File: src/rtl/bme280_i2c_slave_pkg.sv
// Shared constants and FSM state encoding for the BME280-style I2C slave.
package bme280_i2c_slave_pkg;

   localparam logic [6:0]  SLADDR_DEF = 7'b111_0110;
   localparam int unsigned I2C_BITS   = 8;
   localparam int unsigned CNT_W      = 4;

   typedef enum logic [3:0] {
      S_IDLE,
      S_ADDR,
      S_ADDR_ACK,
      S_PTR,
      S_PTR_ACK,
      S_WDATA,
      S_WDATA_ACK,
      S_RDATA,
      S_RDATA_ACK,
      S_IGNORE
   } state_t;

endpackage

File: src/rtl/sync_reg.sv
// Multi-flop level synchronizer for an asynchronous single-bit input.
// Ports: Clk, Rst_n (async active-low), i_d raw input, o_q synchronized output.
module sync_reg #(
   parameter int unsigned NSTAGES = 2,
   parameter logic        RST_VAL = 1'b1
) (
   input  logic Clk,
   input  logic Rst_n,
   input  logic i_d,
   output logic o_q
);

   logic [NSTAGES-1:0] r_sync;

   // Shift chain; stage 0 samples the pad.
   always_ff @(posedge Clk or negedge Rst_n) begin
      if (!Rst_n) begin
         r_sync <= {NSTAGES{RST_VAL}};
      end else begin
         r_sync[0] <= i_d;
         for (int i = 1; i < int'(NSTAGES); i++) begin
            r_sync[i] <= r_sync[i-1];
         end
      end
   end

   assign o_q = r_sync[NSTAGES-1];

endmodule

File: src/rtl/bme280_i2c_slave.sv
// I2C slave exposing an 8-bit register pointer/strobe interface (BME280 style).
// Ports:
//   Clk, Rst_n          : system clock, async active-low reset
//   SclPadIn, SdaPadIn  : raw pad levels
//   SdaPadOut, SdaPadEn : open-drain SDA drive (En active-low, Out always 0)
//   RegAddr             : register pointer
//   RegWdata, RegWr     : write data and one-cycle write strobe
//   RegRdata, RegRd     : combinational read data and its capture strobe
//   Busy                : slave addressed, until STOP
module bme280_i2c_slave
   import bme280_i2c_slave_pkg::*;
#(
   parameter logic [6:0]  SLADDR  = SLADDR_DEF,
   parameter int unsigned NSTAGES = 2
) (
   input  logic       Clk,
   input  logic       Rst_n,
   input  logic       SclPadIn,
   input  logic       SdaPadIn,
   output logic       SdaPadOut,
   output logic       SdaPadEn,
   output logic [7:0] RegAddr,
   output logic [7:0] RegWdata,
   output logic       RegWr,
   input  logic [7:0] RegRdata,
   output logic       RegRd,
   output logic       Busy
);

   localparam logic [CNT_W-1:0] BITS_C = CNT_W'(I2C_BITS);

   logic w_scl_s, w_sda_s;
   logic r_scl_d, r_sda_d;
   logic w_scl_rise, w_scl_fall, w_sda_rise, w_sda_fall;
   logic w_start, w_stop;

   state_t           r_state, w_state_nxt;
   logic [CNT_W-1:0] r_bit_cnt, w_cnt_nxt;
   logic [7:0]       r_shift, w_shift_nxt;
   logic             r_rw, w_rw_nxt;
   logic             r_mnack, w_mnack_nxt;
   logic             r_sda_en, w_sda_en_nxt;
   logic [7:0]       r_addr, w_addr_nxt;
   logic [7:0]       r_wdata, w_wdata_nxt;
   logic             r_wr, w_wr_nxt;
   logic             r_rd, w_rd_nxt;
   logic             r_busy, w_busy_nxt;

   sync_reg #(.NSTAGES(NSTAGES), .RST_VAL(1'b1)) u_sync_scl (
      .Clk   (Clk),
      .Rst_n (Rst_n),
      .i_d   (SclPadIn),
      .o_q   (w_scl_s)
   );

   sync_reg #(.NSTAGES(NSTAGES), .RST_VAL(1'b1)) u_sync_sda (
      .Clk   (Clk),
      .Rst_n (Rst_n),
      .i_d   (SdaPadIn),
      .o_q   (w_sda_s)
   );

   // Previous synchronized levels for edge detection.
   always_ff @(posedge Clk or negedge Rst_n) begin
      if (!Rst_n) begin
         r_scl_d <= 1'b1;
         r_sda_d <= 1'b1;
      end else begin
         r_scl_d <= w_scl_s;
         r_sda_d <= w_sda_s;
      end
   end

   assign w_scl_rise = w_scl_s & ~r_scl_d;
   assign w_scl_fall = ~w_scl_s & r_scl_d;
   assign w_sda_rise = w_sda_s & ~r_sda_d;
   assign w_sda_fall = ~w_sda_s & r_sda_d;
   // SCL must be high both before and after the SDA edge.
   assign w_start    = w_sda_fall & w_scl_s & r_scl_d;
   assign w_stop     = w_sda_rise & w_scl_s & r_scl_d;

   // Next-state and next-output logic.
   always_comb begin
      w_state_nxt  = r_state;
      w_cnt_nxt    = r_bit_cnt;
      w_shift_nxt  = r_shift;
      w_rw_nxt     = r_rw;
      w_mnack_nxt  = r_mnack;
      w_sda_en_nxt = r_sda_en;
      w_wdata_nxt  = r_wdata;
      w_wr_nxt     = 1'b0;
      w_rd_nxt     = 1'b0;
      w_busy_nxt   = r_busy;
      // Pointer advances the cycle after any write or read strobe.
      w_addr_nxt   = (r_wr | r_rd) ? r_addr + 8'd1 : r_addr;

      if (w_stop) begin
         w_state_nxt  = S_IDLE;
         w_cnt_nxt    = '0;
         w_sda_en_nxt = 1'b1;
         w_busy_nxt   = 1'b0;
      end else if (w_start) begin
         w_state_nxt  = S_ADDR;
         w_cnt_nxt    = '0;
         w_sda_en_nxt = 1'b1;
      end else begin
         unique case (r_state)
            S_ADDR, S_PTR, S_WDATA: begin
               if (w_scl_rise && (r_bit_cnt < BITS_C)) begin
                  w_shift_nxt = {r_shift[6:0], w_sda_s};
                  w_cnt_nxt   = r_bit_cnt + CNT_W'(1);
               end
               // Byte complete: act on the fall ending the 8th clock.
               if (w_scl_fall && (r_bit_cnt == BITS_C)) begin
                  unique case (r_state)
                     S_ADDR: begin
                        if (r_shift[7:1] == SLADDR) begin
                           w_rw_nxt     = r_shift[0];
                           w_sda_en_nxt = 1'b0;
                           w_busy_nxt   = 1'b1;
                           w_state_nxt  = S_ADDR_ACK;
                        end else begin
                           w_busy_nxt  = 1'b0;
                           w_state_nxt = S_IGNORE;
                        end
                     end
                     S_PTR: begin
                        w_addr_nxt   = r_shift;
                        w_sda_en_nxt = 1'b0;
                        w_state_nxt  = S_PTR_ACK;
                     end
                     default: begin
                        w_wdata_nxt  = r_shift;
                        w_wr_nxt     = 1'b1;
                        w_sda_en_nxt = 1'b0;
                        w_state_nxt  = S_WDATA_ACK;
                     end
                  endcase
               end
            end

            S_ADDR_ACK: begin
               if (w_scl_fall) begin
                  w_cnt_nxt = '0;
                  if (r_rw) begin
                     w_shift_nxt  = RegRdata;
                     w_rd_nxt     = 1'b1;
                     w_sda_en_nxt = RegRdata[7];
                     w_state_nxt  = S_RDATA;
                  end else begin
                     w_sda_en_nxt = 1'b1;
                     w_state_nxt  = S_PTR;
                  end
               end
            end

            S_PTR_ACK, S_WDATA_ACK: begin
               if (w_scl_fall) begin
                  w_cnt_nxt    = '0;
                  w_sda_en_nxt = 1'b1;
                  w_state_nxt  = S_WDATA;
               end
            end

            S_RDATA: begin
               if (w_scl_rise && (r_bit_cnt < BITS_C)) begin
                  w_cnt_nxt = r_bit_cnt + CNT_W'(1);
               end
               if (w_scl_fall && (r_bit_cnt != '0)) begin
                  if (r_bit_cnt == BITS_C) begin
                     // Release for the master's acknowledge.
                     w_sda_en_nxt = 1'b1;
                     w_state_nxt  = S_RDATA_ACK;
                  end else begin
                     w_shift_nxt  = {r_shift[6:0], 1'b1};
                     w_sda_en_nxt = r_shift[6];
                  end
               end
            end

            S_RDATA_ACK: begin
               if (w_scl_rise) begin
                  w_mnack_nxt = w_sda_s;
               end
               if (w_scl_fall) begin
                  w_cnt_nxt = '0;
                  if (!r_mnack) begin
                     w_shift_nxt  = RegRdata;
                     w_rd_nxt     = 1'b1;
                     w_sda_en_nxt = RegRdata[7];
                     w_state_nxt  = S_RDATA;
                  end else begin
                     w_sda_en_nxt = 1'b1;
                     w_state_nxt  = S_IGNORE;
                  end
               end
            end

            default: begin
               // IDLE and IGNORE wait for START/STOP only.
            end
         endcase
      end
   end

   // State and registered outputs.
   always_ff @(posedge Clk or negedge Rst_n) begin
      if (!Rst_n) begin
         r_state   <= S_IDLE;
         r_bit_cnt <= '0;
         r_shift   <= 8'h00;
         r_rw      <= 1'b0;
         r_mnack   <= 1'b1;
         r_sda_en  <= 1'b1;
         r_addr    <= 8'h00;
         r_wdata   <= 8'h00;
         r_wr      <= 1'b0;
         r_rd      <= 1'b0;
         r_busy    <= 1'b0;
      end else begin
         r_state   <= w_state_nxt;
         r_bit_cnt <= w_cnt_nxt;
         r_shift   <= w_shift_nxt;
         r_rw      <= w_rw_nxt;
         r_mnack   <= w_mnack_nxt;
         r_sda_en  <= w_sda_en_nxt;
         r_addr    <= w_addr_nxt;
         r_wdata   <= w_wdata_nxt;
         r_wr      <= w_wr_nxt;
         r_rd      <= w_rd_nxt;
         r_busy    <= w_busy_nxt;
      end
   end

   assign SdaPadOut = 1'b0;
   assign SdaPadEn  = r_sda_en;
   assign RegAddr   = r_addr;
   assign RegWdata  = r_wdata;
   assign RegWr     = r_wr;
   assign RegRd     = r_rd;
   assign Busy      = r_busy;

endmodule

File: config.mk
export PLATFORM = sky130hd
export DESIGN_NAME = bme280_i2c_slave
export DESIGN_NICKNAME = d
export VERILOG_FILES = /design/src/rtl/bme280_i2c_slave_pkg.sv /design/src/rtl/sync_reg.sv /design/src/rtl/bme280_i2c_slave.sv
export SDC_FILE = /design/constraint.sdc
export NUM_CORES = 1
export LEC_CHECK = 0
export CAP_MARGIN = 20
export CORE_ASPECT_RATIO = 0.5
export CORE_MARGIN = 3
export CORE_UTILIZATION = 49
export DETAILED_ROUTE_END_ITERATION = 8
export PLACE_DENSITY = 0.75
export SETUP_SLACK_MARGIN = 0.05
export SYNTH_ARGS = -nofsm -noshare
export SYNTH_HDL_FRONTEND = slang
export SYNTH_SLANG_ARGS = --single-unit
File: constraint.sdc
create_clock -name Clk -period 1.8 [get_ports Clk]
set_input_delay 0.45 -clock Clk [delete_from_list [all_inputs] [get_ports Clk]]
set_output_delay 0.45 -clock Clk [all_outputs]
set_load 0.03 [all_outputs]
==> results.sh <==
export IMPL_insertion_delay_ns=0.31
export IMPL_die_y_um=55.5
export IMPL_crit_path_max_fanout=7
export IMPL_grt_pass1_vias=2223
export IMPL_status="finished with violations"
export IMPL_fmax_mhz=497
export IMPL_grt_max_degree=45
export IMPL_cts_htree_levels=2
export IMPL_fin_crit_ns=2.01
export IMPL_min_period_over_period=1.12
export IMPL_area_growth_pct=56.8
export IMPL_cts_root_buffer="clkbuf_8"
export IMPL_synth_area_leaders="dfrtp_1 (38%), mux2_2 (12%), dfstp_2 (8.8%)"
export IMPL_grt_pass1_wl_mm=11.3
export IMPL_place_hpwl_mm=4.57
export IMPL_syn_area_mm2=0.00240
export IMPL_cts_sinks=44
export IMPL_yosysMostFrequentCell="dfrtp_1"
export IMPL_hold_class="input port to async pin"
export IMPL_hold_violations=0
export IMPL_fin_util=0.826
export IMPL_ys_flop_type="dfrtp_1"
export IMPL_yosysSeqAreaShare=0.463
export IMPL_finalPower_mw=5.44
export IMPL_finalSetupViolCount=27
export IMPL_chipWidth_um=105
export IMPL_power_leakage_nw=1.75
export IMPL_drtAntennaViolNets=0
export IMPL_initial_core_util=0.527
export IMPL_drt_pass1_iter_count=5
export IMPL_path_clk_slew_ns=0.10
export IMPL_hold_buffers=0
export IMPL_wl_mm=7.99
export IMPL_crit_type="register to register"
export IMPL_grt_usage=0.243
export IMPL_layout_setup_ws_ns=-0.214
export IMPL_netlist_area_leader_share=0.376
export IMPL_synth_common_cells="dfrtp_1 (36), mux2_2 (25), nand2_1 (21)"
export IMPL_synth_edff_count=0
export IMPL_clockBufferDepth=2
export IMPL_r2r_slack_ns=-0.21
export IMPL_antenna_found_initial=0
export IMPL_grt_ovfl_total=0
export IMPL_instances_no_fill=391
export IMPL_ir_drop_v=0.000757
export IMPL_yosysTopAreaCell="dfrtp_1"
export IMPL_required_ns=2.00
export IMPL_numCtsBuffers=5
export IMPL_avgViaCountPerCell=6.01
export IMPL_synth_distinct_cells=48
export IMPL_dp_cells=368
export IMPL_wire_per_inst_um=20.4
export IMPL_row_count=17
export IMPL_io_buffers=31
export IMPL_drtIter0Drc=170
export IMPL_core_area_mm2=0.00455
export IMPL_drive_above_1_share=0.508
export IMPL_rsz0062_at_grt="true"
export IMPL_syn_avg_cell_area_um2=10.5
export IMPL_vias=2350
export IMPL_syn_nets=244
export IMPL_cp_arrival_ns=2.22
export IMPL_p_per_area_mw_per_mm2=1450
export IMPL_endpoint_kind="register"
export IMPL_synth_seq_cells=44
export IMPL_cts_tree="built"
export IMPL_pin_count=33
export IMPL_diodes=0
export IMPL_gp_congestion=0.954
export IMPL_slew_violations=0
export IMPL_nets=339
export IMPL_netlist_instances=229
export IMPL_worstMarginPinSlew_ns=0.555
export IMPL_drc=0
export IMPL_maxCapViolCount=0
export IMPL_tns_ns=-3.25
export IMPL_synth_async_reset_ratio=1.00
export IMPL_violations="negative setup slack"
export IMPL_slew_headroom=0.627
export IMPL_clock_skew_ns=0.0132
export IMPL_yosysWarnings=0
export IMPL_dieArea_mm2=0.00582
export IMPL_start_kind="register"
[timing repair]
| item | CTS | global route |
|---|---|---|
| cloned | 0 | 1 |
| pin swaps | 21 | 29 |
| resized for setup | 71 | 52 |
| buffers inserted | 12 | 6 |
| endpoints found under the setup margin | 48 | 35 |
[stage by stage]
| stage | hold WS [ns] | cell area, um^2 | setup slack (ns) |
|---|---|---|---|
| 2_1_floorplan | 0.154 | 2410 | -0.172 |
| 3_5_place_dp | 0.347 | 3180 | -0.268 |
| 4_1_cts | 0.112 | 3530 | -0.171 |
| 6_report | 0.0961 | 3760 | -0.214 |
| 5_1_grt | 0.0991 | 3760 | -0.283 |
| 3_3_place_gp | 0.346 | 3180 | -0.228 |
[final timing paths]
| kind | from | endpoint | cells after the start |
|---|---|---|---|
| min reg2reg | u_sync_scl.r_sync[0]$_DFF_PN1_ | u_sync_scl.r_sync[1]$_DFF_PN1_ | 0 |
| min in group Clk | u_sync_scl.r_sync[0]$_DFF_PN1_ | u_sync_scl.r_sync[1]$_DFF_PN1_ | 0 |
| min | Rst_n | RegWdata[1]$_DFFE_PN0P_ | 2 |
| max | r_state[3]$_DFFE_PN0P_ | r_shift[7]$_DFFE_PN0P_ | 9 |
| max in group asynchronous | Rst_n | r_scl_d$_DFF_PN1_ | 2 |
| max reg2reg | r_state[3]$_DFFE_PN0P_ | r_shift[7]$_DFFE_PN0P_ | 9 |
[power by group]
group          internal [mW]  total, mW  switching [mW]
registers               1.22       1.46           0.242
logic                   1.61       3.18            1.57
clock network          0.419      0.799           0.380
[sequential cells by signal (all words and copies together), names as in the netlist, 2 cells and up]
signal	count
r_bit_cnt	4
u_sync_scl.r_sync	2
r_shift	8
r_state	4
RegAddr	8
u_sync_sda.r_sync	2
RegWdata	8
[worst max-delay path, stage by stage (launching register included)]
cell	delay [ns]
dfrtp_2	0.45
buf_4	0.17
buf_4	0.15
nor2b_1	0.20
o21ai_1	0.11
buf_4	0.18
buf_4	0.15
nand2_1	0.08
o21ai_0	0.14
mux2_4	0.29
[layout by cell type (no fill, tap or decap), types with 6 or more instances in the layout]
cell type and count:
dfstp_2 8, dlygate4sd2_1 20, o21ai_2 6, xor2_1 6
mux2_2 8, dfrtp_1 33, buf_4 51, buf_6 14
o21ai_0 8, nand2_1 10, mux2_4 17, o21ai_1 7
nand2_2 7, nor2_1 10, inv_1 6, clkdlybuf4s50_1 10
[layer usage]
layer	wire length (um)	track usage
met5	0	0
met4	354	0.0822
met3	674	0.0688
met2	3760	0.397
met1	3200	0.314
[layout make-up]
class	instances	area (um^2)
repair buffers	100	906
clock buffers	5	68.8
multi-input cells	166	1520
well taps	66	82.6
inverters	7	26.3
flip-flops and latches	44	1110
fillers	265	791
clock inverters	3	46.3
[cell families (layout without fill, tap and decap cells)]
family,count (synthesis),in the layout,share of synthesized area
XOR/XNOR,9,9,0.0329
AND/OR/NAND/NOR,78,78,0.189
multiplexers,28,28,0.130
AO/OA/AOI/OAI,47,47,0.129
flip-flops,44,44,0.463
other,1,1,0.00156
buffers and inverters,19,115,0.0386
adder cells (fa/ha/maj),3,3,0.0157
No activity file was read; power rests on OpenSTA's default activity.
